--- config.mk ---
export PLATFORM = sky130hd
export DESIGN_NAME = data_store_buffer
export DESIGN_NICKNAME = d
export VERILOG_FILES = /design/src/rtl/data_store_buffer.sv
export SDC_FILE = /design/constraint.sdc
export NUM_CORES = 1
export LEC_CHECK = 0
export CORE_MARGIN = 3
export CORE_UTILIZATION = 58
export DETAILED_ROUTE_END_ITERATION = 6
export MAX_ROUTING_LAYER = met4
export PLACE_DENSITY = 0.8
export SYNTH_ARGS = -nofsm -noshare
export SYNTH_HDL_FRONTEND = slang
export SYNTH_SLANG_ARGS = --single-unit
--- constraint.sdc ---
create_clock -name clk -period 7.95 [get_ports clk]
set_input_delay 1.59 -clock clk [delete_from_list [all_inputs] [get_ports clk]]
set_output_delay 1.59 -clock clk [all_outputs]
set_load 0.005 [all_outputs]
--- src/rtl/data_store_buffer.sv ---
`default_nettype none
// ============================================================================
// Module   : data_store_buffer
// Brief    : Posted store buffer between the core memory stage and data_mem.
//            Stores are queued in a DEPTH-entry FIFO and drained in the
//            background. Loads are ordered behind queued stores and issued
//            as one-cycle request pulses. core_stall is derived from the
//            data_mem clk_stall handshake.
// Options  : DATA_SB_LOAD_BYPASS_EN - a load may pass queued stores whose
//            word address differs from the load's word address.
// Revision : 1.0 - initial release
// ============================================================================
module data_store_buffer #(
  parameter int DEPTH = 4
) (
  input  logic        clk,
  input  logic        rst,
  input  logic [31:0] addr,
  input  logic [31:0] write_data,
  input  logic        memwrite,
  input  logic        memread,
  input  logic [3:0]  sign_mask,
  output logic [31:0] read_data,
  output logic        core_stall,
  output logic [31:0] mem_addr,
  output logic [31:0] mem_write_data,
  output logic [3:0]  mem_sign_mask,
  output logic        mem_memread,
  output logic        mem_memwrite,
  input  logic [31:0] mem_read_data,
  input  logic        mem_clk_stall
);

  localparam int PTR_W = $clog2(DEPTH);
  localparam int CNT_W = $clog2(DEPTH) + 1;

  typedef enum logic [1:0] {
    IDLE      = 2'd0,
    WAIT_HI   = 2'd1,
    WAIT_LO   = 2'd2,
    LOAD_DONE = 2'd3
  } state_t;

  state_t state, state_next;

  logic [31:0] fifo_addr [DEPTH];
  logic [31:0] fifo_data [DEPTH];
  logic [3:0]  fifo_mask [DEPTH];

  logic [PTR_W-1:0] wr_ptr, rd_ptr;
  logic [CNT_W-1:0] count;

  logic op_is_load;     // the transaction currently in flight is a load
  logic full, empty;
  logic push, pop;
  logic load_ok;
  logic issue_load, issue_store;
  logic mem_done;       // data_mem finished the in-flight transaction

  assign full     = (count == CNT_W'(DEPTH));
  assign empty    = (count == '0);
  assign mem_done = (state == WAIT_LO) && !mem_clk_stall;

  // A load wins over a simultaneous store request; a full FIFO blocks the store.
  assign push = memwrite && !memread && !full;
  assign pop  = mem_done && !op_is_load;

  // Core waits on any load until LOAD_DONE, and on a store that finds the FIFO full.
  assign core_stall = (memread && (state != LOAD_DONE)) ||
                      (memwrite && !memread && full);

`ifdef DATA_SB_LOAD_BYPASS_EN
  logic [DEPTH-1:0] hit;

  for (genvar i = 0; i < DEPTH; i++) begin : g_cmp
    logic [PTR_W-1:0] offs;
    // Distance from the head tells whether slot i holds a live entry.
    assign offs   = PTR_W'(i) - rd_ptr;
    assign hit[i] = (CNT_W'(offs) < count) && (fifo_addr[i][31:2] == addr[31:2]);
  end : g_cmp

  assign load_ok = (hit == '0);
`else
  assign load_ok = empty;
`endif

  // FIFO storage; contents need no reset because count qualifies them.
  always_ff @(posedge clk) begin
    if (push) begin
      fifo_addr[wr_ptr] <= addr;
      fifo_data[wr_ptr] <= write_data;
      fifo_mask[wr_ptr] <= sign_mask;
    end
  end

  // FIFO pointers and occupancy.
  always_ff @(posedge clk) begin
    if (rst) begin
      wr_ptr <= '0;
      rd_ptr <= '0;
      count  <= '0;
    end else begin
      if (push) wr_ptr <= wr_ptr + PTR_W'(1);
      if (pop)  rd_ptr <= rd_ptr + PTR_W'(1);
      case ({push, pop})
        2'b10:   count <= count + CNT_W'(1);
        2'b01:   count <= count - CNT_W'(1);
        default: count <= count;
      endcase
    end
  end

  // FSM state register.
  always_ff @(posedge clk) begin
    if (rst) state <= IDLE;
    else     state <= state_next;
  end

  // FSM next state and issue decisions; IDLE never issues while data_mem is busy.
  always_comb begin
    state_next  = state;
    issue_load  = 1'b0;
    issue_store = 1'b0;
    case (state)
      IDLE: begin
        if (!mem_clk_stall) begin
          if (memread && load_ok) begin
            issue_load = 1'b1;
            state_next = WAIT_HI;
          end else if (!empty) begin
            issue_store = 1'b1;
            state_next  = WAIT_HI;
          end
        end
      end
      WAIT_HI:   if (mem_clk_stall) state_next = WAIT_LO;
      WAIT_LO:   if (!mem_clk_stall) state_next = op_is_load ? LOAD_DONE : IDLE;
      LOAD_DONE: state_next = IDLE;
      default:   state_next = IDLE;
    endcase
  end

  // Registered data_mem request; pulses last exactly one cycle after issue.
  always_ff @(posedge clk) begin
    if (rst) begin
      mem_addr       <= '0;
      mem_write_data <= '0;
      mem_sign_mask  <= '0;
      mem_memread    <= 1'b0;
      mem_memwrite   <= 1'b0;
      op_is_load     <= 1'b0;
    end else begin
      mem_memread  <= issue_load;
      mem_memwrite <= issue_store;
      if (issue_load) begin
        mem_addr      <= addr;
        mem_sign_mask <= sign_mask;
        op_is_load    <= 1'b1;
      end else if (issue_store) begin
        mem_addr       <= fifo_addr[rd_ptr];
        mem_write_data <= fifo_data[rd_ptr];
        mem_sign_mask  <= fifo_mask[rd_ptr];
        op_is_load     <= 1'b0;
      end
    end
  end

  // Capture load data when data_mem releases clk_stall.
  always_ff @(posedge clk) begin
    if (rst)                         read_data <= '0;
    else if (mem_done && op_is_load) read_data <= mem_read_data;
  end

endmodule
`default_nettype wire
# [Yosys cells after proc, flatten, opt, wreduce, memory -nomap -nowiden]
# Memories as Yosys holds them, arrays and structs flattened. A register that Yosys moved wholly into a read port is not among the register bits.
# Cells that the tools add are included.
# Widths: inputs -> output; s select.
[totals] regBits=80 ram_bits=272 in_bits=105 out_inout_bits=103 word_cells=75 memories=3
[op_classes] addsub=4 eq_ne=11 n_mux=27 bitwise=1 reduce_logical=19
[mem_list] memory="fifo_addr" depth=4 word_bits=32 read_ports=1 rd_clocked_by_memory_dff=1 write_ports=1 line_no="46" rtl="logic [31:0] fifo_addr [DEPTH];"
[mem_list] memory="fifo_data" depth=4 word_bits=32 read_ports=1 rd_clocked_by_memory_dff=1 write_ports=1 line_no="47" rtl="logic [31:0] fifo_data [DEPTH];"
[mem_list] memory="fifo_mask" depth=4 word_bits=4 read_ports=1 rd_clocked_by_memory_dff=1 write_ports=1 line_no="48" rtl="logic [3:0] fifo_mask [DEPTH];"
[ops] op="$mux 32" count=2
[ops] op="$mux 2" count=10
[ops] op="$mux 1" count=11
[ops] op="$logic_and 1x1->1" count=8
[ops] op="$mux 4" count=2
[ops] op="$ne 2x2->1 const B" count=4
[ops] op="$pmux 2 s4" count=1
[ops] op="$eq 2x2->1 const B" count=3
[ops] op="$pmux 3 s2" count=1
[ops] op="$add 2x1->2 const B" count=2
[ops] op="$eq 2x1->1 const B" count=2
[ops] op="$logic_not 1->1" count=4
[ops] op="$reduce_and 4->1" count=1
[ops] op="$reduce_bool 2->1" count=2
[ops] op="$add 3x1->3 const B" count=1
[ops] op="$eq 3x3->1 const B" count=1
[ops] op="$logic_not 3->1" count=1
[ops] op="$ne 3x3->1 const B" count=1
[ops] op="$sub 3x1->3 const B" count=1
[ops] op="$logic_not 2->1" count=1
[ops] op="$reduce_and 2->1" count=1
[ops] op="$logic_or 1x1->1" count=1
[ops] op="$not 1->1" count=1

# [Logic depth before layout (Yosys ltp)]
# Gate-level depths: netlist of the first run.
[depth] depth_word=7 ltp_mapped=10

# [Worst setup path before layout of the first run]
# No wires, ideal clock.
[synth_path] kind="input port to flip-flop" from="in memwrite" to="mem fifo_addr[0][0], enable pin" setup_ps=434 arrival_time_ps=3513 t_required_ps=7516 setup_slack_ps=4003 cell_stages=2 path_buffers=0 cell_sequence="nor2b_1 and3_1"
[synth_between] elab_chain_len=4
[synth_rtl] element="start: declaration" line_no="20" rtl="input logic memwrite,"
[synth_rtl] element="$logic_and 1x1->1 (2 in series)" line_no="65" rtl="assign push = memwrite && !memread && !full;"
[synth_rtl] element="$mux 1" line_no="89" rtl="if (push) begin"
[synth_rtl] element="$mux 1 (implied by the code)" line_no="90" rtl="fifo_addr[wr_ptr] <= addr;"
[synth_rtl] element="end: declaration" line_no="46"
# Every way passes these cells.

# [Worst setup path after layout of the first run]
[layout_path] from="in memread" to="out core_stall"
[layout_between] elab_chain_len=4
[layout_rtl] element="start: declaration" line_no="21" rtl="input logic memread,"
[layout_rtl] element="$logic_not 1->1" line_no="70" rtl="(memwrite && !memread && full);"
[layout_rtl] element="$logic_and 1x1->1 (2 in series)" line_no="70"
[layout_rtl] element="$logic_or 1x1->1 (*)" line_no="69" rtl="assign core_stall = (memread && (state != LOAD_DONE)) ||"
[layout_rtl] element="end: declaration" line_no="24" rtl="output logic core_stall,"
# Mark *: on every way between the ends. The rest lies on a longest branch, timed or not.

==> results of run 1 <==
[report_power, final]
group	internal (mW)	switching (mW)
logic	0.156	0.184
clock network	1.07	0.717
registers	2.21	0.0286
[cells by family (layout without fill, tap and decap cells)]
| kind of cell | count (synthesis) | after routing | synth area share [%] |
|---|---|---|---|
| buf+inv | 89 | 296 | 2.68 |
| xor+xnor | 2 | 2 | 0.120 |
| simple gates | 203 | 203 | 6.83 |
| flops | 386 | 386 | 71.8 |
| other cells | 0 | 1 | 0 |
| fa+ha+maj | 6 | 6 | 0.567 |
| mux | 68 | 68 | 10.5 |
| compound gates | 187 | 187 | 7.51 |
[sequential cells by signal, summed over array words and instances, names as in the netlist, named ones only]
| signal | cells |
|---|---|
| count | 3 |
| mem_write_data | 32 |
| mem_memread | 1 |
| mem_sign_mask | 4 |
| state | 2 |
| read_data | 32 |
| fifo_data | 128 |
| mem_memwrite | 1 |
| fifo_addr | 128 |
| fifo_mask | 16 |
| mem_addr | 32 |
| wr_ptr | 2 |
| op_is_load | 1 |
| rd_ptr | 2 |
[cells in the mapped netlist (all sizes together)]
master and instances:
a211oi 1, a31oi 1, clkbuf 54, or4b 2, nand4bb 1, o211ai 1
and2 1, xor2 2, buf 26, nor2b 1, o21ai 55, nand2 78
nand2b 1, edfxtp 272, a311oi 23, nand3 53, nor4bb 1, or3b 1
ha 5, fa 1, mux4 68, clkinv 1, nor2 6, or4 1
nor3 33, o21bai 1, nor4b 1, nor4 13, and3 4, or3 4
nand3b 1, dfxtp 114, a21oi 105, nor3b 1, inv 8
[stage by stage]
stage	utilization (%)	cells	power, mW	area (um2)	hold WS, ps
floorplan	-	941	2.44	14600	453
global placement	68.8	1403	2.61	16800	441
detailed placement	68.8	1403	2.62	16800	447
CTS	73.9	1472	4.38	18100	455
global route	73.9	1473	4.50	18100	472
finish	73.9	1473	4.36	18100	452
[per-layer routing]
metal | global-route usage (%) | vias to the layer above
met5 | - | -
met4 | 5.99 | 0
met3 | 4.77 | 48
met2 | 39.3 | 366
met1 | 31.3 | 4394
li1 | - | 4009
[tightest hold or removal path, delay by kind of cell (launching register included)]
| kind | cells | cell delay, ps |
|---|---|---|
| AOI/OAI and AO/OA | 1 | 50 |
| and+or+nand+nor | 1 | 50 |
| DFF | 1 | 310 |
[worst max-delay path by stage]
| stage | slack (ps) | endpoint | start |
|---|---|---|---|
| after floorplan | 4000 | fifo_addr[0][0]$_DFFE_PP_ | memwrite |
| after global placement | 3270 | core_stall | memread |
| after detailed placement | 3280 | core_stall | memread |
| after CTS | 3270 | core_stall | memread |
| after global routing | 3160 | core_stall | memread |
| final | 3240 | core_stall | memread |
[layout make-up]
class / instances / area share, %
Inverter: 9 / 0.187
Clock inverter: 19 / 1.09
Clock buffer: 50 / 5.85
Tap cell: 324 / 2.24
Sequential cell: 386 / 57.8
Multi-Input combinational cell: 466 / 20.9
Timing Repair Buffer: 218 / 11.9
Antenna cell: 1 / 0.0138
==> flow_metrics.tcl, run 1 <==
set metrics [dict create \
    synth_cells 941 \
    crit_required_ps 6360 \
    endpoint_kind "primary output" \
    final_cell_mix "edfxtp_1, clkdlybuf4s50_1, dfxtp_1" \
    clkSlewWorstSetupHoldPaths_ps 60 \
    power.density_nw_per_um2 241 \
    drive_above_1_share_pct 14.4 \
    fillCellCount 1539 \
    regArea_um2 10500 \
    crit_chain "clkdlybuf4s50_1, a21oi_1, a31oi_1, clkdlybuf4s50_1" \
    yosysSeqAreaShare_pct 71.8 \
    wl_met1_um 12300 \
    drtAntennaViolNets 0 \
    grt_start_max_net_pins 82 \
    crit_buf_inv 2 \
    worstMarginPinSlew_ps 1220 \
    root_buffer "clkbuf_16" \
    final_hold_viol_count 0 \
    drv_cap 0 \
    synth_cell_type_count 41 \
    clock_sinks 386 \
    routed-wl-met2_um 16000 \
    grt_pass1_vias 8820 \
    area_growth_pct 24.2 \
    reg2reg_from "state[1]$_SDFFE_PP0P_" \
    timing.final.crit_share_pct 59.3 \
    io_pins 208 \
    cpPeakStageDelay_ps 600 \
    die_h_um 164 \
    whs_path_depth 2 \
    slowest_stage "clkdlybuf4s50_1" \
    regToRegSetupSlack_ps 5470 \
    rows 57 \
    antenna_found_initial 1 \
    die_x_um 164 \
    insertion_delay_ps 510 \
    final_common_cell "edfxtp_1" \
    holdPathEnd "read_data[14]$_SDFFE_PP0P_" \
    fmax_ghz 0.212 \
    r2r_end "count[2]$_SDFFE_PP0P_" \
    holdCritStartpoint "read_data[14]$_SDFFE_PP0P_" \
    synthesis.nets 1052 \
    ff2ff_path_depth 8 \
    drt-total-wl_um 31600 \
    synth_area_leaders "edfxtp_1, dfxtp_1, mux4_2, a21oi_1, nand2_1" \
    fin_nets 1230 \
    start_kind "input pin" \
    synth_top_cell_by_area "edfxtp_1" \
    drv_slew 0 \
    die_area_um2 27000 \
    synth.avg_cell_area_um2 15.5 \
    wl_met3_um 2590 \
    holdCritPathClass "reg2reg" \
    dp_hpwl_um 17600 \
    avgRoutedWirePerCell_um 21.4 \
    ir_drop_uv 207 \
    multi_input_area_um2 3780 \
    cts_setup_buffers 0 \
    p_leak_nw 5.64 \
    yosys_warnings 0 \
    synthesis.area_um2 14600 \
    grt_use_total_pct 23.9 \
    status "finished clean" \
    min_period_ps 4710 \
    yosysTopAreaCellShare_pct 56.1 \
    start_util_pct 59.5 \
    rsz0062_at_grt "no" \
    crit_path_max_fanout 7 \
    cts.path.max_buffers 3 \
    maxUsedRoutingLayer "met4" \
    cts_tree "done" \
    setup_viol 0 \
    skew_ps 22.3 \
    setup_tns_ps 0 \
    htreeDepth 2 \
    cts_resized 0 \
    portBuffers 207 \
    drc_errors 0 \
    critPathArrivalTime_ps 3120 \
    critPathTopFamily "buffers and inverters" \
    grt_overflow 0 \
    first_pass_iters 5 \
    relSlewSlack_pct 18.7 \
    cts_hold_buf 0 \
    critPathKind "in2out" \
    drt_iter0_markers 779 \
    finalWeightedCongestion 0.709 \
    post-place-ws_ps 3280 \
    grt_pass1_wl_um 48500 \
    ys_ff_latch 386 \
    num_vias 8817 \
    core-area_um2 24500 \
    via_per_inst 5.99 \
    worst_slack_ps 3240 \
    cp_common_cell "clkdlybuf4s50_1" \
    cp_num_cells 4 \
    cts-buffers-inserted 38 \
]
Note: power is estimated with default switching activity, not from simulation.
==> run 2: changes to the inputs <==
--- a/config.mk
+++ b/config.mk
@@ -6,10 +6,10 @@
 export NUM_CORES = 1
 export LEC_CHECK = 0
 export CORE_MARGIN = 3
-export CORE_UTILIZATION = 58
+export CORE_UTILIZATION = 54
 export DETAILED_ROUTE_END_ITERATION = 6
 export MAX_ROUTING_LAYER = met4
-export PLACE_DENSITY = 0.8
+export PLACE_DENSITY = 0.75
 export SYNTH_ARGS = -nofsm -noshare
 export SYNTH_HDL_FRONTEND = slang
 export SYNTH_SLANG_ARGS = --single-unit
==> constraint.sdc (replaced) <==
create_clock -name clk -period 4.8 [get_ports clk]
set_input_delay 0.96 -clock clk [delete_from_list [all_inputs] [get_ports clk]]
set_output_delay 0.96 -clock clk [all_outputs]
set_load 0.005 [all_outputs]
==> flow_metrics.tcl, run 2 (synthesis results as in run 1) <==
set metrics [dict create \
    status "finished clean" \
    portBuffers 207 \
    root_buffer "clkbuf_16" \
    area_growth_pct 24.9 \
    grt_start_max_net_pins 89 \
    cts_tree "done" \
    timing.final.crit_share_pct 69.2 \
    final_common_cell "edfxtp_1" \
    cp_common_cell "clkdlybuf4s50_1" \
    worstMarginPinSlew_ps 1170 \
    grt_overflow 0 \
    dpl-instance-area_um2 16900 \
    die_area_um2 29000 \
    clkSlewWorstSetupHoldPaths_ps 50 \
    drt-total-wl_um 32800 \
    rows 59 \
    final_hold_viol_count 0 \
    setup_tns_ps 0 \
    drt_iter0_markers 697 \
    ir_drop_uv 327 \
    p_leak_nw 5.67 \
    grt_pass1_vias 9092 \
    power.density_nw_per_um2 402 \
    regArea_um2 10500 \
    critPathKind "in2out" \
    fin_nets 1236 \
    avgRoutedWirePerCell_um 22.0 \
    finalWeightedCongestion 0.749 \
    drtAntennaViolNets 0 \
    cpPeakStageDelay_ps 600 \
    relSlewSlack_pct 21.9 \
    finalInstanceArea_um2 18200 \
    die_h_um 170 \
    holdCritPathClass "reg2reg" \
    regToRegSetupSlack_ps 2320 \
    drive_above_1_share_pct 14.2 \
    cts_resized 0 \
    grt_use_total_pct 23.3 \
    cts_hold_buf 0 \
    io_pins 208 \
    via_per_inst 5.96 \
    die_x_um 170 \
    htreeDepth 2 \
    reg_top3 "fifo_addr: 128 flops, fifo_data: 128 flops" \
    worst_slack_ps 1480 \
    post-route-util_pct 69.2 \
    slowest_stage "clkdlybuf4s50_1" \
    fillCellCount 1747 \
    setup_viol 0 \
    multi_input_area_um2 3780 \
    min_period_ps 3320 \
    cts-buffers-inserted 39 \
    cts.path.max_buffers 3 \
    final_cell_mix "edfxtp_1, clkdlybuf4s50_1, dfxtp_1" \
    crit_chain "clkdlybuf4s50_1, a21oi_1, a31oi_1, clkdlybuf4s50_1" \
    start_util_pct 55.4 \
    skew_ps 17.3 \
    drc_errors 0 \
    grt_pass1_wl_um 51300 \
    first_pass_iters 5 \
    critPathArrivalTime_ps 2360 \
    post-place-ws_ps 1200 \
    start_kind "input pin" \
    core-area_um2 26300 \
    rsz0062_at_grt "no" \
    crit_path_max_fanout 7 \
    drv_slew 0 \
    crit_required_ps 3840 \
    clock_sinks 386 \
    endpoint_kind "primary output" \
    drv_cap 0 \
    num_vias 8880 \
    dp_hpwl_um 18700 \
    insertion_delay_ps 520 \
    antenna_found_initial 1 \
    cts_setup_buffers 0 \
    fmax_ghz 0.301 \
]
## run 2: cell count changes in the layout (fill, tap and decap cells not counted), sizes merged
cell,previous run,this run
buf,12,17
bufinv,4,5
inv,9,8
clkinvlp,1,0
clkinv,14,17
## run 2: worst max-delay path: cells and delay by family
family | cells | cell delay [ps]
buf+inv | 2 | 1170
compound gates | 2 | 230
## run 2: power by group
part | switching, mW | internal [mW]
logic | 0.306 | 0.262
registers | 0.0505 | 3.66
clock network | 1.20 | 1.83
## run 2: stage by stage
step                power [mW]  hold slack [ps]  cells
floorplan                 4.04              453    941
detailed placement        4.35              446   1419
global route              7.54              467   1491
global placement          4.33              441   1419
finish                    7.30              454   1491
CTS                       7.35              454   1490
## run 2: layer usage
layer  GRT usage, %  part of all wire [%]  vias to the layer above
li1               -                     -                     4020
met1           32.1                    42                     4448
met2           36.4                    48                      361
met3           4.53                   8.1                       51
met4           6.10                   1.9                        0
met5              -                     0                        -
## run 2: layout make-up
| type | count | share of cell area [%] |
|---|---|---|
| sequential | 386 | 57.5 |
| timing repair buffer | 223 | 12.2 |
| inverter | 9 | 0.186 |
| clock inverter | 21 | 1.20 |
| clock buffer | 50 | 5.83 |
| tap | 335 | 2.31 |
| antenna | 1 | 0.0138 |
| multi-input combinational | 466 | 20.8 |
## run 2: final timing paths
check,from,to,cells after the start
hold / removal,read_data[7]$_SDFFE_PP0P_,read_data[7]$_SDFFE_PP0P_,2
setup / recovery,memread,core_stall,4
setup reg to reg,state[1]$_SDFFE_PP0P_,count[2]$_SDFFE_PP0P_,8
hold reg to reg,read_data[7]$_SDFFE_PP0P_,read_data[7]$_SDFFE_PP0P_,2
==> run 3: changes to the inputs <==
--- a/config.mk
+++ b/config.mk
@@ -6,10 +6,10 @@
 export NUM_CORES = 1
 export LEC_CHECK = 0
 export CORE_MARGIN = 3
-export CORE_UTILIZATION = 54
+export CORE_UTILIZATION = 49
 export DETAILED_ROUTE_END_ITERATION = 6
 export MAX_ROUTING_LAYER = met4
-export PLACE_DENSITY = 0.75
+export PLACE_DENSITY = 0.72
 export SYNTH_ARGS = -nofsm -noshare
 export SYNTH_HDL_FRONTEND = slang
 export SYNTH_SLANG_ARGS = --single-unit
==> constraint.sdc (replaced) <==
create_clock -name clk -period 3 [get_ports clk]
set_input_delay 0.6 -clock clk [delete_from_list [all_inputs] [get_ports clk]]
set_output_delay 0.6 -clock clk [all_outputs]
set_load 0.005 [all_outputs]
==> flow_metrics.tcl, run 3 (synthesis results as in run 1) <==
set metrics [dict create \
    final_common_cell "edfxtp_1" \
    holdCritPathClass "reg2reg" \
    critPathArrivalTime_ps 2110 \
    reg_top3 "fifo_addr: 128 flops, fifo_data: 128 flops" \
    drt_iter0_markers 697 \
    drv_cap 0 \
    skew_ps 11.0 \
    p_leak_nw 5.78 \
    power.density_nw_per_um2 629 \
    insertion_delay_ps 520 \
    htreeDepth 2 \
    root_buffer "clkbuf_16" \
    post-route-util_pct 63.7 \
    clock_sinks 386 \
    die_area_um2 31800 \
    num_vias 8888 \
    first_pass_iters 5 \
    die_h_um 178 \
    p_total_mw 11.6 \
    io_pins 208 \
    rows 62 \
    min_period_ps 2710 \
    cts_setup_buffers 0 \
    slowest_stage "clkdlybuf4s50_1" \
    finalWeightedCongestion 0.760 \
    via_per_inst 5.69 \
    core-area_um2 29000 \
    rsz0062_at_grt "no" \
    crit_required_ps 2400 \
    cts_resized 0 \
    grt_pass1_vias 9041 \
    drtAntennaViolNets 0 \
    endpoint_kind "primary output" \
    timing.final.crit_share_pct 90.2 \
    grt_pass1_wl_um 51200 \
    setup_viol 0 \
    drive_above_1_share_pct 15.6 \
    fin_nets 1252 \
    clkSlewWorstSetupHoldPaths_ps 60 \
    portBuffers 207 \
    drv_slew 0 \
    worstMarginPinSlew_ps 948 \
    die_x_um 178 \
    grt_use_total_pct 21.4 \
    area_growth_pct 27.0 \
    ir_drop_uv 589 \
    final_cell_mix "edfxtp_1, clkdlybuf4s50_1, dfxtp_1" \
    fmax_ghz 0.370 \
    cts.path.max_buffers 3 \
    cts-buffers-inserted 41 \
    fin_hold_ws_ps 453 \
    crit_path_max_fanout 7 \
    relSlewSlack_pct 36.8 \
    setup_tns_ps 0 \
    start_util_pct 50.2 \
    critPathKind "reg2out" \
    avgRoutedWirePerCell_um 21.2 \
    cts_tree "done" \
    drc_errors 0 \
    cpPeakStageDelay_ps 540 \
    grt_overflow 0 \
    cts_hold_buf 0 \
    status "finished clean" \
    dp_hpwl_um 19500 \
    antenna_found_initial 3 \
    grt_start_max_net_pins 69 \
    final_hold_viol_count 0 \
    crit_chain "nor3b_2, a21oi_1, a31oi_1, clkdlybuf4s50_1" \
    drt-total-wl_um 33100 \
    start_kind "flop" \
]
run 3: cell count changes in the layout (fill, tap and decap cells not counted), sizes merged:
cell,previous run,this run
buf,17,31
diode,1,3
bufinv,5,1
inv,8,10
clkinvlp,0,1
clkinv,17,13
clkbuf,50,60
run 3: through the flow:
stage / instances / cell area (um2) / setup slack, ps
6_report: 1561 / 18500 / 294
5_1_grt: 1561 / 18500 / 153
4_1_cts: 1558 / 18500 / 161
3_5_place_dp: 1482 / 17200 / 124
3_3_place_gp: 1482 / 17200 / 169
2_1_floorplan: 941 / 14600 / 43.4
run 3: worst max-delay path, delay by kind of cell (launching register included):
family | cells | cell delay, ps
buf+inv | 1 | 540
flops | 1 | 470
simple gates | 1 | 320
compound gates | 2 | 260
run 3: area by class of cell:
cell class / count / area [um2]
fill: 2132 / 10500
sequential: 386 / 10500
multi-input combinational: 466 / 3790
timing repair buffer: 237 / 2440
clock buffer: 60 / 1170
tap: 384 / 480
clock inverter: 16 / 110
inverter: 9 / 33.8
antenna: 3 / 7.51
run 3: final timing paths:
path | startpoint | to | slack, ps | cells after the start
min reg2reg | read_data[17]$_SDFFE_PP0P_ | read_data[17]$_SDFFE_PP0P_ | 450 | 2
max | count[2]$_SDFFE_PP0P_ | core_stall | 290 | 4
max reg2reg | op_is_load$_SDFFE_PP0P_ | count[2]$_SDFFE_PP0P_ | 720 | 8
min | read_data[17]$_SDFFE_PP0P_ | read_data[17]$_SDFFE_PP0P_ | 450 | 2
run 3: routing by layer:
metal	GRT usage, %	vias up	part of all wire (%)
li1	-	4065	-
met1	29.4	4449	42
met2	33.5	328	49
met3	3.81	46	7.4
met4	5.88	0	1.8
met5	-	-	0
run 3: power breakdown:
| group | internal [mW] | switching [mW] | total [mW] |
|---|---|---|---|
| clock network | 2.80 | 1.95 | 4.75 |
| registers | 5.86 | 0.0769 | 5.93 |
| logic | 0.451 | 0.503 | 0.954 |
